**src/rtl/vec_alu_pkg.sv**
```systemverilog
// Shared types and helpers for the multi-cycle vector ALU.
package vec_alu_pkg;

  localparam int OP_W = 5;

  typedef enum logic [OP_W-1:0] {
    OP_ADD  = 5'd0,
    OP_SUB  = 5'd1,
    OP_AND  = 5'd2,
    OP_OR   = 5'd3,
    OP_XOR  = 5'd4,
    OP_MUL  = 5'd5,
    OP_SADD = 5'd6,
    OP_MAXU = 5'd7
  } vec_op_e;

  typedef enum logic [1:0] {
    IDLE = 2'd0,
    RUN  = 2'd1,
    DONE = 2'd2
  } vec_state_e;

  // Number of clock beats needed to sweep the whole vector.
  function automatic int calc_beats(input int vlen, input int elem_w, input int lanes);
    return vlen / (elem_w * lanes);
  endfunction

endpackage

```
**src/rtl/vec_lane_alu.sv**
```systemverilog
// Combinational single-element ALU; one copy per lane.
module vec_lane_alu #(
  parameter int ELEM_W = 8,
  parameter int OP_W   = vec_alu_pkg::OP_W
) (
  input  logic [OP_W-1:0]   op,
  input  logic [ELEM_W-1:0] a,
  input  logic [ELEM_W-1:0] b,
  output logic [ELEM_W-1:0] y
);
  import vec_alu_pkg::*;

  logic [ELEM_W:0]     sum_ext;
  logic [2*ELEM_W-1:0] prod;

  // Element result; all arithmetic unsigned, unknown opcodes give zero.
  always_comb begin
    sum_ext = {1'b0, a} + {1'b0, b};
    prod    = {{ELEM_W{1'b0}}, a} * {{ELEM_W{1'b0}}, b};
    y       = '0;
    case (op)
      OP_ADD:  y = sum_ext[ELEM_W-1:0];
      OP_SUB:  y = a - b;
      OP_AND:  y = a & b;
      OP_OR:   y = a | b;
      OP_XOR:  y = a ^ b;
      OP_MUL:  y = prod[ELEM_W-1:0];
      OP_SADD: y = sum_ext[ELEM_W] ? {ELEM_W{1'b1}} : sum_ext[ELEM_W-1:0];
      OP_MAXU: y = (a > b) ? a : b;
      default: y = '0;
    endcase
  end

endmodule

```
**src/rtl/vector_alu_multicycle.sv**
```systemverilog
// Multi-cycle vector ALU: processes LANES elements per beat, BEATS beats per op.
module vector_alu_multicycle #(
  parameter int VLEN   = 128,
  parameter int ELEM_W = 8,
  parameter int LANES  = 4,
  parameter int OP_W   = vec_alu_pkg::OP_W
) (
  input  logic            clk,
  input  logic            reset,
  input  logic            start,
  input  logic            flush,
  input  logic [OP_W-1:0] op,
  input  logic [VLEN-1:0] src_a,
  input  logic [VLEN-1:0] src_b,
  output logic            busy,
  output logic            done,
  output logic [VLEN-1:0] result
);
  import vec_alu_pkg::*;

  localparam int BEATS  = calc_beats(VLEN, ELEM_W, LANES);
  localparam int BEAT_W = (BEATS > 1) ? $clog2(BEATS) : 1;
  localparam logic [BEAT_W-1:0] LAST_BEAT = BEAT_W'(BEATS - 1);

  if (VLEN % (ELEM_W * LANES) != 0) begin : g_bad_config
    $error("VLEN must be a multiple of ELEM_W*LANES");
  end

  vec_state_e        state_q, state_d;
  logic [BEAT_W-1:0] beat_q;
  logic [OP_W-1:0]   op_q;
  logic [VLEN-1:0]   a_q, b_q;
  logic [VLEN-1:0]   work_q, work_d;
  logic [VLEN-1:0]   result_q;
  logic              accept;
  logic              last_beat;

  logic [ELEM_W-1:0] lane_a [LANES];
  logic [ELEM_W-1:0] lane_b [LANES];
  logic [ELEM_W-1:0] lane_y [LANES];

  assign accept    = ((state_q == IDLE) || (state_q == DONE)) && start && !flush;
  assign last_beat = (beat_q == LAST_BEAT);
  assign result    = result_q;

  for (genvar l = 0; l < LANES; l++) begin : g_lane
    assign lane_a[l] = a_q[(int'(beat_q) * LANES + l) * ELEM_W +: ELEM_W];
    assign lane_b[l] = b_q[(int'(beat_q) * LANES + l) * ELEM_W +: ELEM_W];

    vec_lane_alu #(
      .ELEM_W(ELEM_W),
      .OP_W  (OP_W)
    ) u_lane (
      .op(op_q),
      .a (lane_a[l]),
      .b (lane_b[l]),
      .y (lane_y[l])
    );
  end

  // State register.
  always_ff @(posedge clk or negedge reset) begin
    if (!reset) state_q <= IDLE;
    else        state_q <= state_d;
  end

  // Next-state logic; flush overrides everything and returns to IDLE.
  always_comb begin
    state_d = state_q;
    if (flush) begin
      state_d = IDLE;
    end else begin
      case (state_q)
        IDLE:    state_d = start ? RUN : IDLE;
        RUN:     state_d = last_beat ? DONE : RUN;
        DONE:    state_d = start ? RUN : IDLE;
        default: state_d = IDLE;
      endcase
    end
  end

  // Status outputs decoded straight from the state register.
  always_comb begin
    busy = (state_q == RUN);
    done = (state_q == DONE);
  end

  // Merge this beat's lane results into the work vector.
  always_comb begin
    work_d = work_q;
    for (int l = 0; l < LANES; l++) begin
      work_d[(int'(beat_q) * LANES + l) * ELEM_W +: ELEM_W] = lane_y[l];
    end
  end

  // Operand capture on an accepted start.
  always_ff @(posedge clk or negedge reset) begin
    if (!reset) begin
      op_q <= '0;
      a_q  <= '0;
      b_q  <= '0;
    end else if (accept) begin
      op_q <= op;
      a_q  <= src_a;
      b_q  <= src_b;
    end
  end

  // Beat counter and work register; the counter holds at the last beat.
  always_ff @(posedge clk or negedge reset) begin
    if (!reset) begin
      beat_q <= '0;
      work_q <= '0;
    end else if (flush || accept) begin
      beat_q <= '0;
      work_q <= '0;
    end else if (state_q == RUN) begin
      work_q <= work_d;
      if (!last_beat) beat_q <= beat_q + 1'b1;
    end
  end

  // Publish the finished vector on the final beat unless flushed.
  always_ff @(posedge clk or negedge reset) begin
    if (!reset) begin
      result_q <= '0;
    end else if (!flush && (state_q == RUN) && last_beat) begin
      result_q <= work_d;
    end
  end

endmodule

```
**config.mk**
```make
export PLATFORM = sky130hd
export DESIGN_NAME = vector_alu_multicycle
export DESIGN_NICKNAME = d
export VERILOG_FILES = /design/src/rtl/vec_alu_pkg.sv /design/src/rtl/vec_lane_alu.sv /design/src/rtl/vector_alu_multicycle.sv
export SDC_FILE = /design/constraint.sdc
export NUM_CORES = 1
export LEC_CHECK = 0
export ABC_AREA = 1
export BUFFER_PORTS_ARGS = -buffer_cell sky130_fd_sc_hd__buf_2
export CORE_MARGIN = 4
export CORE_UTILIZATION = 60
export DETAILED_ROUTE_END_ITERATION = 12
export PLACE_DENSITY = 0.79
export SYNTH_ARGS = -nofsm -noshare
export SYNTH_HDL_FRONTEND = slang
export SYNTH_HIERARCHICAL = 1
export SYNTH_SLANG_ARGS = --single-unit
```
**constraint.sdc**
```tcl
create_clock -name clk -period 7.2 [get_ports clk]
set_clock_uncertainty 0.05 [all_clocks]
set_input_delay 1.44 -clock clk [delete_from_list [all_inputs] [get_ports clk]]
set_output_delay 1.44 -clock clk [all_outputs]
set_load 0.01 [all_outputs]
```
**Word-level counts from Yosys, hierarchy flattened**

Cells that the tools add are included.
W data, S select, Z words.

- Add/sub/neg operators: 16
- $mul: 4
- Divide/modulo/power cells: 0
- Magnitude comparators: 4
- Equal/unequal tests: 11
- Shifts and indexed selects: 16
- Muxes and demuxes: 25
- Bitwise logic cells: 12
- Reductions and logical operators: 12

Operator list:

| operator | count |
|---|---|
| $shiftx A128 B32 Y8 | 6 |
| $bwmux W128 | 4 |
| $shift A8 B33 Y128 const A | 4 |
| $shiftx A8 B33 Y128 | 4 |
| $mux W128 | 2 |
| $pmux W8 S8 | 4 |
| $shiftx A128 B8 Y8 | 2 |
| $neg A8 Y33 | 3 |
| $mux W8 | 8 |
| $add A8 B8 Y9 | 4 |
| $neg A7 Y33 | 1 |
| $and A8 B8 Y8 | 4 |
| $gt A8 B8 Y1 | 4 |
| $mul A8 B8 Y8 | 4 |
| $or A8 B8 Y8 | 4 |
| $sub A8 B8 Y8 | 4 |
| $xor A8 B8 Y8 | 4 |
| $eq A5 B3 Y1 const B | 4 |
| $add A4 B2 Y5 const B | 2 |
| $eq A5 B2 Y1 const B | 2 |
| $mux W2 | 5 |
| $add A4 B1 Y5 const B | 1 |
| $eq A5 B1 Y1 const B | 1 |
| $logic_not A5 Y1 | 1 |
| other kinds (13) | 18 |

- Flip-flop bits (word level): 521
- Bits in latches: 0
- Bits in writable memories: 0
- Memory bits (read-only): 0
- Input port bits: 265
- Output and inout bits: 130
- Word-level logic and storage cells: 107
- Memories: 0

**Logic depth before layout (Yosys ltp)**

- Depth after elaboration: 11
- Gate-level depth with buffers: 32
- Gate-level depth less buffers: 29

**By module**

The synthesis kept the hierarchy.

Modules (own cells, without submodules):

| module | times used | cells an instance | area an instance (um2) |
|---|---|---|---|
| vector_alu_multicycle | 1 | 2,792 | 21,949.8 |
| vec_lane_alu at g_lane[0].u_lane | 1 | 456 | 2,673.8 |
| vec_lane_alu at g_lane[3].u_lane | 1 | 429 | 2,607.5 |
| vec_lane_alu at g_lane[2].u_lane | 1 | 424 | 2,536.2 |
| vec_lane_alu at g_lane[1].u_lane | 1 | 436 | 2,533.7 |

**Least setup slack after synthesis**

No wires, ideal clock.

- Kind: flip-flop to flip-flop
- From: register beat_q[0]
- To: register result_q[21], in the netlist result[21]
- Library setup time: 0.117 ns
- Data arrival time: 4.903 ns
- Required time: 7.033 ns
- Path slack: 2.131 ns
- Cell stages (with the launch flop): 28
- Path buffers: 3
- Period minus slack after synthesis: 5.069 ns
- Path through: dfrtp_1 > buf_4 > inv_4 > buf_4 > buf_2 > nor2_1 > o22ai_1 > ha_1 > inv_1 > fa_1 > inv_1 > fa_1 > ha_1 > inv_1 > fa_1 > inv_1 > ha_1 > or2_2 > nand3_1 > o21ai_0 > nor2_1 > o21ai_0 > a21oi_1 > nand3_1 > nand2_1 > o21ai_0 > nand2_1 > nand2_1

RTL lines:

| element | RTL line | text |
|---|---|---|
| from (decl) | vector_alu_multicycle.sv:30 | `logic [BEAT_W-1:0] beat_q;` |
| from (signal assigned) | vector_alu_multicycle.sv:119 | `if (!last_beat) beat_q <= beat_q + 1'b1;` |
| to (signal assigned) | vector_alu_multicycle.sv:128 | `result_q <= work_d;` |
| to (decl) | vector_alu_multicycle.sv:34 | `logic [VLEN-1:0] result_q;` |

==> metrics.log <==
INFO  metric num-fill-cells = 4,589
INFO  metric floorplan.die_area = 57,600 sq um
INFO  metric tritoncts = done
INFO  metric first_pass_grt_wire_length = 155,000 um
INFO  metric routed_via_density = 5.49
INFO  metric synth.net_count = 5,023
INFO  metric postSynth.topFlopCell = sky130_fd_sc_hd__dfrtp_1
INFO  metric drt_iter0_markers = 2,820
INFO  metric numCtsBuffers = 51
INFO  metric drt_first_pass_iters = 6
INFO  metric max_cap_viol_count = 0
INFO  metric grt_usage = 33.4%
INFO  metric finalWorstPathRequiredPeriod = 6.24 ns
INFO  metric timing.critical_path.from_type = flip-flop
INFO  metric number_of_antenna_violations_at_the_first_check_in_global_routing = 0
INFO  metric startpoint = beat_q[0]
INFO  metric setup.worst_path.class = reg -> reg
INFO  metric rel_slew_slack = 23.1%
INFO  metric dp.final_hpwl = 71,100 um
INFO  metric finalHoldViolCount = 0
INFO  metric cts_max_level = 2
INFO  metric worst_ep_arrival_time = 6.74 ns
INFO  metric worst_ir_drop_vdd = 209 uV
INFO  metric yosys_register_bits = 489
INFO  metric most_frequent_cell_on_critical_path = sky130_fd_sc_hd__nand2_1
INFO  metric layout_common_cells = sky130_fd_sc_hd__nand2_1, sky130_fd_sc_hd__inv_1, sky130_fd_sc_hd__o21ai_0, sky130_fd_sc_hd__dfrtp_1, sky130_fd_sc_hd__buf_2
INFO  metric synth_top_cell_area_share = 37.9%
INFO  metric numPortBuffers = 394
INFO  metric clock-root-buffer = sky130_fd_sc_hd__clkbuf_16
INFO  metric leakage = 21.1 nW
INFO  metric min_from = work_q[91]
INFO  metric cp_cell_sequence = inv_4, buf_4, nor2_1, o22ai_1, nand2_1, fa_1, fa_1, inv_1, fa_1, inv_1, fa_1, inv_1, ha_1, a21o_1, a31oi_1, inv_1, nand2_1, nand3_1, nand3_1, nand2_1, o21ai_0, nand2_1, nand2_1
INFO  metric max_clock_freq = 160 MHz
INFO  metric hold_path_class = reg -> reg
INFO  metric hold-worst-slack = 0.418 ns
INFO  metric run_status = complete, no violations
INFO  metric cpMaxStageDelayCell = sky130_fd_sc_hd__dfrtp_4
INFO  metric synth_area_per_cell = 7.12 sq um
INFO  metric fp.coreArea = 53,000 sq um
INFO  metric area.growth.synth_to_final = 12.6%
INFO  metric async_reset_ff_share = 100%
INFO  metric worst_setup_path_end_kind = flip-flop
INFO  metric placement_rows = 84
INFO  metric worst_r2r_startpoint = beat_q[0]
INFO  metric finalCritPeriodShare = 86.7%
INFO  metric timing.critical_path.max_delay_family = adder cells
INFO  metric avgRoutedWirePerCell = 17.5 um
INFO  metric die_x = 240 um
INFO  metric combined_area_of_all_synthesized_cells = 32,300 sq um
INFO  metric critical_path_peak_fanout = 55
INFO  metric timing_worst_slew_pin_value = 1.15 ns
INFO  metric netlist_instances = 4,537
INFO  metric antennaDiodeCount = 0
INFO  metric drv_slew = 0
INFO  metric globalplace.congestion = 0.984
INFO  metric grt_pass1_vias = 29,100
INFO  metric tritoncts_num_sinks = 489
INFO  metric cts_stage_hold_buffer_count = 0
INFO  metric critical_path.n_buffers_inverters = 6
INFO  metric post-synth-top-area-cell = sky130_fd_sc_hd__dfrtp_1
INFO  metric worst-endpoint-required = 7.70 ns
INFO  metric top_level_ports = 395
INFO  metric globalRouteOverflowTotal = 0
INFO  metric finalSetupTns = 0 ns
INFO  metric postRouteAntennaNets = 0
INFO  metric clock_path_buffers = 3
INFO  metric power.density_cell_area = 293 nW/um^2
INFO  metric largest_net_degree_at_the_start_of_global_routing = 301
INFO  metric insertion_delay = 0.62 ns
INFO  metric synthesis.yosys.warnings = 6
INFO  metric synth_sequential_area_ratio = 37.9%
INFO  metric die_height = 240 um
INFO  metric synth_edf_count = 0
INFO  metric effective_utilization_at_floorplan = 61.0%
INFO  metric yosys.cell_types.count = 57
INFO  metric synthTopCellsByArea = sky130_fd_sc_hd__dfrtp_1, sky130_fd_sc_hd__nand2_1, sky130_fd_sc_hd__inv_1
INFO  metric cts.repair.resized = 0
INFO  metric num-nets-final = 5,331
INFO  metric layout_commonest_cell = sky130_fd_sc_hd__nand2_1
INFO  metric critPathMaxStageDelay = 0.65 ns
INFO  metric sequential_cell_area = 12,200 sq um
INFO  metric total_setup_buffers_inserted_after_cts = 0
INFO  metric setup_violations = 0
INFO  metric drt-total-wl = 97,700 um
INFO  metric area_of_the_multi_input_gates = 16,300 sq um
INFO  metric route.detailed.drc = 0
INFO  metric final_layout_size_suffix_gt1_share = 13.7%
INFO  metric detailroute.via_count = 30,500
INFO  metric rsz_0062_raised_after_global_routing = false
INFO  metric path_clk_slew = 0.06 ns
==> power by group <==
group | switching, mW | internal, mW | leakage (nW)
Sequential | 0.222 | 3.05 | 6.42
Clock | 1.13 | 1.61 | 0.834
Combinational | 3.13 | 1.51 | 13.8
==> per-layer routing <==
layer | vias up | GRT usage, % | part of all wire, %
met2 | 1379 | 52.7 | 45
met3 | 212 | 5.15 | 8.6
met5 | - | 0 | 0
li1 | 14800 | - | -
met4 | 0 | 11.1 | 3.5
met1 | 14200 | 47.5 | 43
==> synthesized netlist by cell type, types with 36 or more instances <==
| cell | n |
|---|---|
| sky130_fd_sc_hd__a21oi_1 | 57 |
| sky130_fd_sc_hd__buf_2 | 99 |
| sky130_fd_sc_hd__clkbuf_1 | 81 |
| sky130_fd_sc_hd__dfrtp_1 | 489 |
| sky130_fd_sc_hd__fa_1 | 56 |
| sky130_fd_sc_hd__ha_1 | 165 |
| sky130_fd_sc_hd__inv_1 | 671 |
| sky130_fd_sc_hd__nand2_1 | 1608 |
| sky130_fd_sc_hd__nand3_1 | 152 |
| sky130_fd_sc_hd__nand4_1 | 52 |
| sky130_fd_sc_hd__nor2_1 | 247 |
| sky130_fd_sc_hd__o21ai_0 | 492 |
| sky130_fd_sc_hd__o21ai_1 | 36 |
| sky130_fd_sc_hd__o22ai_1 | 78 |
==> cell families (layout without fill, tap and decap cells) <==
logic type | after synthesis | count (layout) | share of synthesized area (%)
DFF | 489 | 489 | 37.9
AOI/OAI and AO/OA | 750 | 750 | 13.0
adders and majority gates | 221 | 221 | 9.86
buffers and inverters | 919 | 1261 | 11.7
and+or+nand+nor | 2138 | 2138 | 27.0
xor gates and xnor gates | 20 | 20 | 0.542
==> worst min-delay path: cells and delay by family, from the launching register on <==
family / cells / cell delay (ns)
DFF: 1 / 0.34
and+or+nand+nor: 2 / 0.09
==> flip-flops by register name, indices dropped and copies added (netlist names) <==
signal and flops:
a_q 128, b_q 128, beat_q 2, op_q 5, result 128, state_q 2, work_q 96
==> cell type report <==
class / count / share of cell area [%]
Clock inverter: 17 / 0.788
Sequential cell: 489 / 33.7
Multi-Input combinational cell: 3129 / 44.8
Clock buffer: 70 / 3.96
Timing Repair Buffer: 465 / 7.09
Tap cell: 688 / 2.37
Inverter: 709 / 7.34
==> stage by stage <==
step	std cells	worst slack (ns)	total power [mW]	util, %	area [sq um]
after floorplan	4537	2.13	6.59	-	32300
after global placement	5480	1.20	7.80	65.4	34700
after detailed placement	5480	1.06	7.85	65.4	34700
after CTS	5567	1.01	10.6	68.7	36400
after global routing	5567	0.575	11.4	68.7	36400
final	5567	0.960	10.7	68.7	36400
==> final timing paths <==
check                              to  slack [ns]  depth (start not counted)
setup reg to reg           result[95]        0.96                         23
hold reg to reg            work_q[91]        0.42                          2
max in group asynchronous  result[26]        4.94                          2
setup / recovery           result[95]        0.96                         23
min in group asynchronous  work_q[68]        0.77                          1
hold / removal             work_q[91]        0.42                          2
Power figures use the tool's default switching activity.
